--- src/rtl/addernet_psum_drain.sv ---
// addernet_psum_drain: accumulates NUM_PASS partial sums per result into a saturating accumulator
// and queues finished results in a registered FIFO drained over valid/ready.
module addernet_psum_drain #(
    parameter int BIT_WIDTH_PSUM = 16,
    parameter int BIT_WIDTH_ACC  = 24,
    parameter int NUM_PASS       = 4,
    parameter int FIFO_DEPTH     = 4
) (
    input  logic                       clk,
    input  logic                       rst,
    input  logic [BIT_WIDTH_PSUM-1:0]  i_PSUM,
    input  logic                       i_PSUMValid,
    input  logic                       i_Clear,
    output logic [BIT_WIDTH_ACC-1:0]   o_Data,
    output logic                       o_Valid,
    input  logic                       i_Ready,
    output logic [(NUM_PASS > 1 ? $clog2(NUM_PASS) : 1)-1:0] o_PassCnt,
    output logic                       o_Full,
    output logic                       o_Overflow
);
    localparam int CW = NUM_PASS > 1 ? $clog2(NUM_PASS) : 1;
    localparam int AW = $clog2(FIFO_DEPTH);
    localparam int SW = BIT_WIDTH_ACC + 1;

    logic [BIT_WIDTH_ACC-1:0] acc;
    logic [BIT_WIDTH_ACC-1:0] mem [FIFO_DEPTH];
    logic [CW-1:0]            cnt;
    logic [AW-1:0]            wr, rd;
    logic [AW:0]              count;
    logic [SW-1:0]            sum_raw;
    logic [BIT_WIDTH_ACC-1:0] sum;
    logic                     last, fire, pop, push, drop;

    always_comb begin
        fire    = i_PSUMValid && !i_Clear;
        last    = cnt == CW'(NUM_PASS - 1);
        sum_raw = (cnt == '0 ? '0 : {1'b0, acc}) + SW'(i_PSUM);
        sum     = sum_raw[BIT_WIDTH_ACC] ? '1 : sum_raw[BIT_WIDTH_ACC-1:0];
        o_Valid = count != '0;
        o_Full  = count == (AW+1)'(FIFO_DEPTH);
        o_Data  = o_Valid ? mem[rd] : '0;
        pop     = o_Valid && i_Ready;
        // a full FIFO still accepts the final pass if its head leaves in the same cycle
        push    = fire && last && (!o_Full || pop);
        drop    = fire && last && o_Full && !pop;
    end

    assign o_PassCnt = cnt;

    always_ff @(posedge clk or posedge rst) begin
        if (rst) begin
            acc        <= '0;
            cnt        <= '0;
            wr         <= '0;
            rd         <= '0;
            count      <= '0;
            o_Overflow <= 1'b0;
        end else begin
            if (i_Clear) begin
                acc        <= '0;
                cnt        <= '0;
                o_Overflow <= 1'b0;
            end else if (i_PSUMValid) begin
                if (last) cnt <= '0;
                else begin
                    acc <= sum;
                    cnt <= cnt + 1'b1;
                end
                if (drop) o_Overflow <= 1'b1;
            end
            if (push) wr <= wr + 1'b1;
            if (pop) rd <= rd + 1'b1;
            if (push && !pop) count <= count + 1'b1;
            else if (pop && !push) count <= count - 1'b1;
        end
    end

    always_ff @(posedge clk) begin
        if (push) mem[wr] <= sum;
    end
endmodule

--- config.mk ---
export PLATFORM = sky130hd
export DESIGN_NAME = addernet_psum_drain
export DESIGN_NICKNAME = d
export VERILOG_FILES = /design/src/rtl/addernet_psum_drain.sv
export SDC_FILE = /design/constraint.sdc
export NUM_CORES = 1
export LEC_CHECK = 0
export BUFFER_PORTS_ARGS = -buffer_cell sky130_fd_sc_hd__buf_2
export CAP_MARGIN = 0
export CORE_ASPECT_RATIO = 0.8
export CORE_MARGIN = 2
export CORE_UTILIZATION = 60
export CTS_CLUSTER_SIZE = 40
export DETAILED_ROUTE_END_ITERATION = 8
export PLACE_DENSITY = 0.83
export SETUP_SLACK_MARGIN = 0.5
export SLEW_MARGIN = 20
export SYNTH_ARGS = -nofsm -noshare
export SYNTH_HDL_FRONTEND = slang
export SYNTH_SLANG_ARGS = --single-unit
--- constraint.sdc ---
create_clock -name clk -period 4.97 [get_ports clk]
set_input_delay 0.994 -clock clk [delete_from_list [all_inputs] [get_ports clk]]
set_output_delay 0.994 -clock clk [all_outputs]
set_load 0.01 [all_outputs]
### After elaboration in Yosys (flattened, before gate mapping)

Memory sizes are Yosys's and may differ from the RTL's.
Cells that the tools add are included.

* add/sub/neg operators: 6
* equality and inequality tests: 3
* mux-type cells: 16
* reduce and logical (&&, ||, !) cells: 20

Operators with widths (number)
* $mux 24: 6
* $add 24x16->25: 1
* $logic_and 1x1->1: 8
* $add 2x1->2 const B: 3
* $mux 2: 3
* $mux 3: 2
* $reduce_bool 2->1: 3
* $mux 1: 5
* $logic_not 1->1: 4
* $reduce_and 2->1: 2
* $add 3x1->3 const B: 1
* $eq 3x3->1 const B: 1
* $reduce_bool 3->1: 1
* $sub 3x1->3 const B: 1
* $eq 2x2->1 const B: 1
* $logic_not 2->1: 1
* $ne 2x2->1 const B: 1
* $logic_or 1x1->1: 1

* register bits after elaboration: 34
* memory bits (writable): 96
* input bits: 21
* output and inout port bits: 29
* word-level logic and storage cells: 52
* memories kept: 1

Memory list
* mem: words 4, bits a word 24, rd ports 1, clocked after memory_dff 0, wr ports 1, line 26 `logic [BIT_WIDTH_ACC-1:0] mem [FIFO_DEPTH];`

### Depth between registers and ports, before layout

Gate-level depths: netlist of run 1.

* depth after elaboration: 8
* gate-level depth with buffers: 16

### Worst setup path after synthesis of run 1

No wires, ideal clock.

* path kind: register to register
* from: reg cnt[0], in the netlist o_PassCnt[0]
* to: reg acc[21]
* setup time: 139 ps
* arrival time: 3478 ps
* required time: 4831 ps
* setup slack: 1353 ps
* stages on the path, launching flop included: 16
* buffers on the path: 4
* clock period less this slack: 3617 ps
* cells stage by stage: dfrtp_1 inv_1 ha_1 buf_2 clkbuf_1 clkbuf_1 nor2b_1 ha_1 fa_1 a211oi_1 nor2_1 a31oi_1 a211o_1 buf_6 nor2_4 or4b_1

* longest elaborated chain between the ends: 7
* elaborated cells between the ends (all ways): 10
* those cells by class: add/sub: 1; eq/ne: 2; mux: 5; reduce/logical: 2

Ends and longest elaborated chain
* from (decl): line 27 `logic [CW-1:0] cnt;`
* from (signal assigned): line 67 `cnt <= cnt + 1'b1;`
* $logic_not 2->1: line 37 `sum_raw = (cnt == '0 ? '0 : {1'b0, acc}) + SW'(i_PSUM);`
* $mux 24: line 37
* $add 24x16->25: line 37
* $mux 24: line 38 `sum = sum_raw[BIT_WIDTH_ACC] ? '1 : sum_raw[BIT_WIDTH_ACC-1:0];`
* $mux 24: line 64 `if (last) cnt <= '0;`
* $mux 24: line 63 `end else if (i_PSUMValid) begin`
* $mux 24: line 59 `if (i_Clear) begin`
* to (signal assigned): line 66 `acc <= sum;`
* to (decl): line 25 `logic [BIT_WIDTH_ACC-1:0] acc;`

Parallel ways exist; a longest one is shown, timed or not. The select of a mux whose other input is x is not followed.
A chain may end at the register's enable or synchronous reset.

### Worst setup path after layout of run 1

* from: reg cnt[0], in the netlist o_PassCnt[0]
* to: reg acc[4]

* longest elaborated chain between the ends: 7
* elaborated cells between the ends (all ways): 10
* those cells by class: add/sub: 1; eq/ne: 2; mux: 5; reduce/logical: 2

Ends and longest elaborated chain
* $logic_not 2->1: line 37
* $mux 24: line 37
* $add 24x16->25: line 37
* $mux 24: line 38
* net sum[4]: line 31 `logic [BIT_WIDTH_ACC-1:0] sum;`
* $mux 24: line 64
* $mux 24: line 63
* $mux 24: line 59

The timed path passes the listed nets, and every way through them passes these cells. The select of a mux whose other input is x is not followed.

==> results.yml, run 1 <==
outcome:
  status: "finished clean"
synth:
  synth-edff-count: 96
  synthDominantCellAreaShare: 0.436
  yosysWarnings: 0
  yosys-top-cells-area: "edfxtp_1 (44%), dfrtp_1 (13%), mux4_2 (8.2%)"
  synth.net_count: 542
  ys_seq_area_frac: 0.564
  synth_cell_types: 61
  ys_async_sr_fraction: 0.262
  synth_ff_type: "edfxtp_1"
  synthCells: 496
  synth-seq-cells: 130
  yosysTopAreaCell: "edfxtp_1"
  synth_area_um2: 6620
  synth.avg_cell_area_um2: 13.3
place:
  dp_worst_setup_slack_ns: 1.05
  numPortBuffers: 49
  hpwl_um: 9280
  gp_congestion: 0.867
  placed_cell_area_um2: 6910
sta:
  setup-violations-final: 0
  fmax_mhz: 248
  finClkSkew_ns: 0.0119
  drv_slew: 0
  maxSlewHeadroom: 0.378
  tns_ns: 0
  hold_viol: 0
  worst_pin_slew_ns: 0.934
  post-route-min-period_ns: 4.04
  period_share: 0.813
  rsz0062_at_grt: "false"
  finalWorstSetupSlack_ns: 0.931
routing:
  vias: 4410
  avgRoutedWirePerCell_um: 20.8
  antenna_left: 0
  viasPerCell: 6.30
  drt-initial-drc-count: 494
  drc: 0
  first_pass_iters: 5
  totalWireLength_um: 14600
pwr:
  power_density_nw_per_um2: 444
  p_seq_frac: 0.404
  combinationalPowerShare: 0.231
  clkPwrFrac: 0.365
  p_int_uw: 2320
  swShare: 0.301
  leakagePower_uw: 0.00290
  irDropWorstVdd_uv: 211
  p_switching_uw: 1000
floorplan:
  die_w_um: 121
  rows: 34
  start_util: 0.612
  dieArea_um2: 11900
  core_um2: 10800
  die_h_um: 97.9
  io_pins: 50
critical_path:
  worstPathArrival_ns: 4.34
  path_max_fanout: 19
  worstSetupEndpointType: "register"
  startpoint_type: "register"
  required_ns: 5.27
  critical_path_class: "reg2reg"
global_routing:
  overflow: 0
  grt_usage: 0.264
  antenna_found_initial: 0
  grt_pass1_wl_um: 23500
  grt_max_degree: 35
  grt_pass1_vias: 4331
cts:
  cts_root_buf: "clkbuf_16"
  numClockSinks: 130
  clk_pin_slew_worst_paths_ns: 0.06
  cts_hold_buffers: 0
  numCtsBuffers: 17
  clk_latency_ns: 0.42
  clockBufferDepth: 2
  post_cts_buffers: 0
  cts_tree: "done"
  htree_levels: 4
  cts_resized: 0
layout:
  final_util: 0.693
  fin_area_um2: 7490
  antenna_cells: 0
  syn_to_final_growth_pct: 13.2
  layout.nets: 589
  drive_gt1_frac: 0.239
job:
  maxCapViolCount: 0
hold_path:
  hp-class: "reg2reg"
-- cells in the final DEF, fill, tap and decap left out, types with 10 or more instances in the layout --
master	instances
a21oi_1	21
a22o_1	15
and2_1	31
buf_2	49
clkbuf_16	17
dfrtp_1	33
edfxtp_1	96
ha_1	23
inv_1	10
mux4_2	24
nand2_1	40
nor2_1	16
nor2b_1	21
o21ai_0	15
xnor2_1	14
-- registers in the layout, indices dropped and copies added, names as in the netlist --
signal      count
acc            24
count           3
o_Overflow      1
mem            96
rd              2
o_PassCnt       2
wr              2
-- layout make-up --
class | count | area, µm²
sequential | 130 | 3730
fill | 736 | 3320
multi-input combinational | 328 | 2660
clock buffer | 17 | 425
timing repair buffer | 56 | 298
tap | 144 | 180
clock inverter | 15 | 148
inverter | 10 | 37.5
-- final timing paths --
path / start / depth (start not counted) / to / slack (ns)
worst max-delay path: o_PassCnt[0]$_DFFE_PP0P_ / 11 / acc[4]$_DFFE_PP0P_ / 0.93
worst min-delay path: count[2]$_DFFE_PP0P_ / 1 / count[2]$_DFFE_PP0P_ / 0.49
worst max register to register: o_PassCnt[0]$_DFFE_PP0P_ / 11 / acc[4]$_DFFE_PP0P_ / 0.93
worst min register to register: count[2]$_DFFE_PP0P_ / 1 / count[2]$_DFFE_PP0P_ / 0.49
max in group asynchronous: rst / 3 / rd[1]$_DFFE_PP0P_ / 3.94
min in group asynchronous: rst / 3 / acc[17]$_DFFE_PP0P_ / 0.68
-- power by group through the flow --
stage | Clock (µW) | Sequential, µW | Combinational, µW
2_1_floorplan | 0 | 1270 | 618
3_3_place_gp | 0 | 1360 | 741
3_5_place_dp | 0 | 1360 | 764
4_1_cts | 1220 | 1340 | 777
5_1_grt | 1260 | 1350 | 838
6_report | 1210 | 1340 | 768
-- logic make-up (layout without fill, tap and decap cells) --
kind of cell	after synthesis	count (layout)	share of synthesized area
simple gates	153	153	0.125
flops	130	130	0.564
compound gates	97	97	0.106
buf+inv	38	98	0.0338
mux	30	30	0.0910
fa+ha+maj	25	25	0.0495
xor+xnor	23	23	0.0304
-- stage by stage --
stage,hold WS (ns),power (µW),cells
3_5_place_dp,0.476,2120,668
4_1_cts,0.492,3340,700
2_1_floorplan,0.449,1890,496
6_report,0.494,3320,700
5_1_grt,0.509,3450,700
3_3_place_gp,0.467,2100,668
-- per-layer routing --
metal,global-route usage,share of wire,vias to the layer above
li1,-,-,1947
met1,0.389,0.43,2206
met2,0.397,0.47,233
met3,0.0701,0.093,24
met4,0.0707,0.011,0
met5,0,0,-
-- synthesized netlist by cell type, types with 5 or more instances --
cell type / instances
edfxtp_1: 96
nand2_1: 40
dfrtp_1: 34
and2_1: 31
mux4_2: 24
ha_1: 23
nor2b_1: 22
a21oi_1: 21
nor2_1: 17
a22o_1: 15
o21ai_0: 15
xnor2_1: 14
clkbuf_1: 13
inv_1: 10
nand2b_1: 9
xor2_1: 9
nand3_1: 7
a31oi_1: 5
buf_2: 5
mux2i_1: 5
o211ai_1: 5
-- critical path: stages, from the launching register on --
cell and delay (ns):
dfrtp_1 0.41, inv_1 0.07, ha_1 0.52, buf_4 0.29, nor2b_1 0.10, fa_1 0.46
a211oi_1 0.29, nor2_1 0.17, a31oi_1 0.28, a211o_1 0.61, o21ai_0 0.41, a22o_1 0.29
Note: power is estimated with default switching activity, not from simulation.
==> run 2, diff against run 1 <==
==> constraint.sdc (replaced) <==
create_clock -name clk -period 4.2 [get_ports clk]
set_input_delay 0.84 -clock clk [delete_from_list [all_inputs] [get_ports clk]]
set_output_delay 0.84 -clock clk [all_outputs]
set_load 0.01 [all_outputs]
==> run 2 against run 1 <==
  * Utilization increased by 0.72 points
  * Register-to-register slack got worse by 0.22 ns
  * Clock-buffer cell count rose by 2
  * Power increased by 21%
  * Fmax rose by 16%
==> results.yml, run 2 (synthesized netlist as in run 1, its figures left out) <==
pwr:
  irDropWorstVdd_uv: 262
  p_total_uw: 4030
  power_density_nw_per_um2: 533
  leakagePower_uw: 0.00296
hold_path:
  hold_depth: 2
  hp-class: "reg2reg"
cts:
  numCtsBuffers: 17
  cts_tree: "done"
  clk_pin_slew_worst_paths_ns: 0.06
  htree_levels: 4
  clk_latency_ns: 0.42
  clockBufferDepth: 2
  numClockSinks: 130
  cts_root_buf: "clkbuf_16"
  cts_hold_buffers: 0
critical_path:
  required_ns: 4.39
  worstRegToRegCells: 11
  slowest_stage: "ha_1"
  cp.depth: 11
  worstPathArrival_ns: 3.68
  critical_path_class: "reg2reg"
  cp_num_buf_inv: 2
  worstSetupEndpointType: "register"
  startpoint_type: "register"
  slowest_delay_ns: 0.45
  cp_cell_sequence: "inv_1, ha_2, buf_4, nor2b_1, ha_1, nand4_1, nor3_1, o221ai_1, and2_1, o21ai_1, mux2i_2"
  path_delay_family: "simple AND/OR/NAND/NOR gates"
  path_max_fanout: 20
routing:
  drc: 0
  viasPerCell: 6.11
  avgRoutedWirePerCell_um: 20.3
  drt-initial-drc-count: 438
  totalWireLength_um: 14300
  first_pass_iters: 5
  antenna_left: 0
  vias: 4311
floorplan:
  die_h_um: 97.9
  rows: 34
  io_pins: 50
  start_util: 0.612
  die_w_um: 121
  dieArea_um2: 11900
  core_um2: 10800
global_routing:
  grt_max_degree: 35
  grt_pass1_vias: 4162
  antenna_found_initial: 0
  grt_pass1_wl_um: 22500
  overflow: 0
  grt_usage: 0.257
layout:
  layout.nets: 595
  largest_reg_flops: 96
  final_cell_mix: "edfxtp_1 (96), buf_2 (49), nand2_1 (40)"
  reg_top3: "mem (96), acc (24), count (3)"
  largest_register: "mem"
  fillerInstances: 731
  mostFrequentLayoutCell: "edfxtp_1"
  antenna_cells: 0
  seq_area_um2: 3730
  multi_input_area_um2: 2670
  drive_gt1_frac: 0.244
  syn_to_final_growth_pct: 14.3
  fin_area_um2: 7560
place:
  dp_worst_setup_slack_ns: 0.448
  gp_congestion: 0.904
  numPortBuffers: 49
  placed_cell_area_um2: 6940
  hpwl_um: 9000
sta:
  hold_viol: 0
  worst_pin_slew_ns: 0.792
  fmax_mhz: 287
  maxSlewHeadroom: 0.472
  drv_slew: 0
  tns_ns: 0
  setup-violations-final: 0
  finalWorstSetupSlack_ns: 0.710
  finClkSkew_ns: 0.0112
  post-route-min-period_ns: 3.49
  rsz0062_at_grt: "false"
  period_share: 0.831
outcome:
  status: "finished clean"
job:
  maxCapViolCount: 0
[run 2: changes by cell type in the layout (fill, tap and decap cells not counted), sizes merged]
| cell | change |
|---|---|
| bufinv | +2 |
| clkbuf | +2 |
| clkinvlp | -4 |
| inv | -2 |
| buf | +6 |
| clkinv | +2 |
[run 2: where the power goes]
group / switching [µW] / internal (µW) / total (µW)
combinational: 513 / 468 / 982
sequential: 64.9 / 1450 / 1520
clock: 588 / 947 / 1540
[run 2: final timing paths]
path / start / to / slack [ns]
setup reg to reg: o_PassCnt[0]$_DFFE_PP0P_ / mem[1][18]$_DFFE_PP_ / 0.71
min in group asynchronous: rst / acc[9]$_DFFE_PP0P_ / 0.52
setup / recovery: o_PassCnt[0]$_DFFE_PP0P_ / mem[1][18]$_DFFE_PP_ / 0.71
hold / removal: acc[15]$_DFFE_PP0P_ / acc[15]$_DFFE_PP0P_ / 0.49
hold reg to reg: acc[15]$_DFFE_PP0P_ / acc[15]$_DFFE_PP0P_ / 0.49
max in group asynchronous: rst / acc[14]$_DFFE_PP0P_ / 3.34
[run 2: per-layer routing]
layer / track usage / up-vias / share of wire
met1: 0.368 / 2155 / 0.44
met3: 0.0561 / 28 / 0.067
met4: 0.0946 / 0 / 0.018
met2: 0.392 / 164 / 0.48
met5: 0 / - / 0
li1: - / 1964 / -
[run 2: per-stage QoR]
| stage | util | cells | hold WS [ns] |
|---|---|---|---|
| after floorplan | - | 496 | 0.449 |
| after global placement | 0.642 | 672 | 0.464 |
| after detailed placement | 0.642 | 672 | 0.472 |
| after CTS | 0.698 | 704 | 0.489 |
| after global routing | 0.700 | 706 | 0.522 |
| final | 0.700 | 706 | 0.488 |
[run 2: area by class of cell]
cell class	count	share of cell area
clock buffers	19	0.0572
clock inverters	13	0.0228
inverters	10	0.00496
multi-input cells	328	0.352
flip-flops and latches	130	0.494
well taps	144	0.0238
repair buffers	62	0.0453
[run 2: repair_timing]
item,CTS,global route
setup endpoints to repair,4,19
setup buffers,0,2
resized for setup,2,1
pin swaps,0,2
[run 2: worst register-to-register path, delay by kind of cell, from the launching register on]
kind / cells / cell delay [ns]
compound gates: 2 / 0.49
fa+ha+maj: 2 / 0.76
buf+inv: 2 / 0.36
flops: 1 / 0.42
mux: 1 / 0.41
simple gates: 4 / 0.85
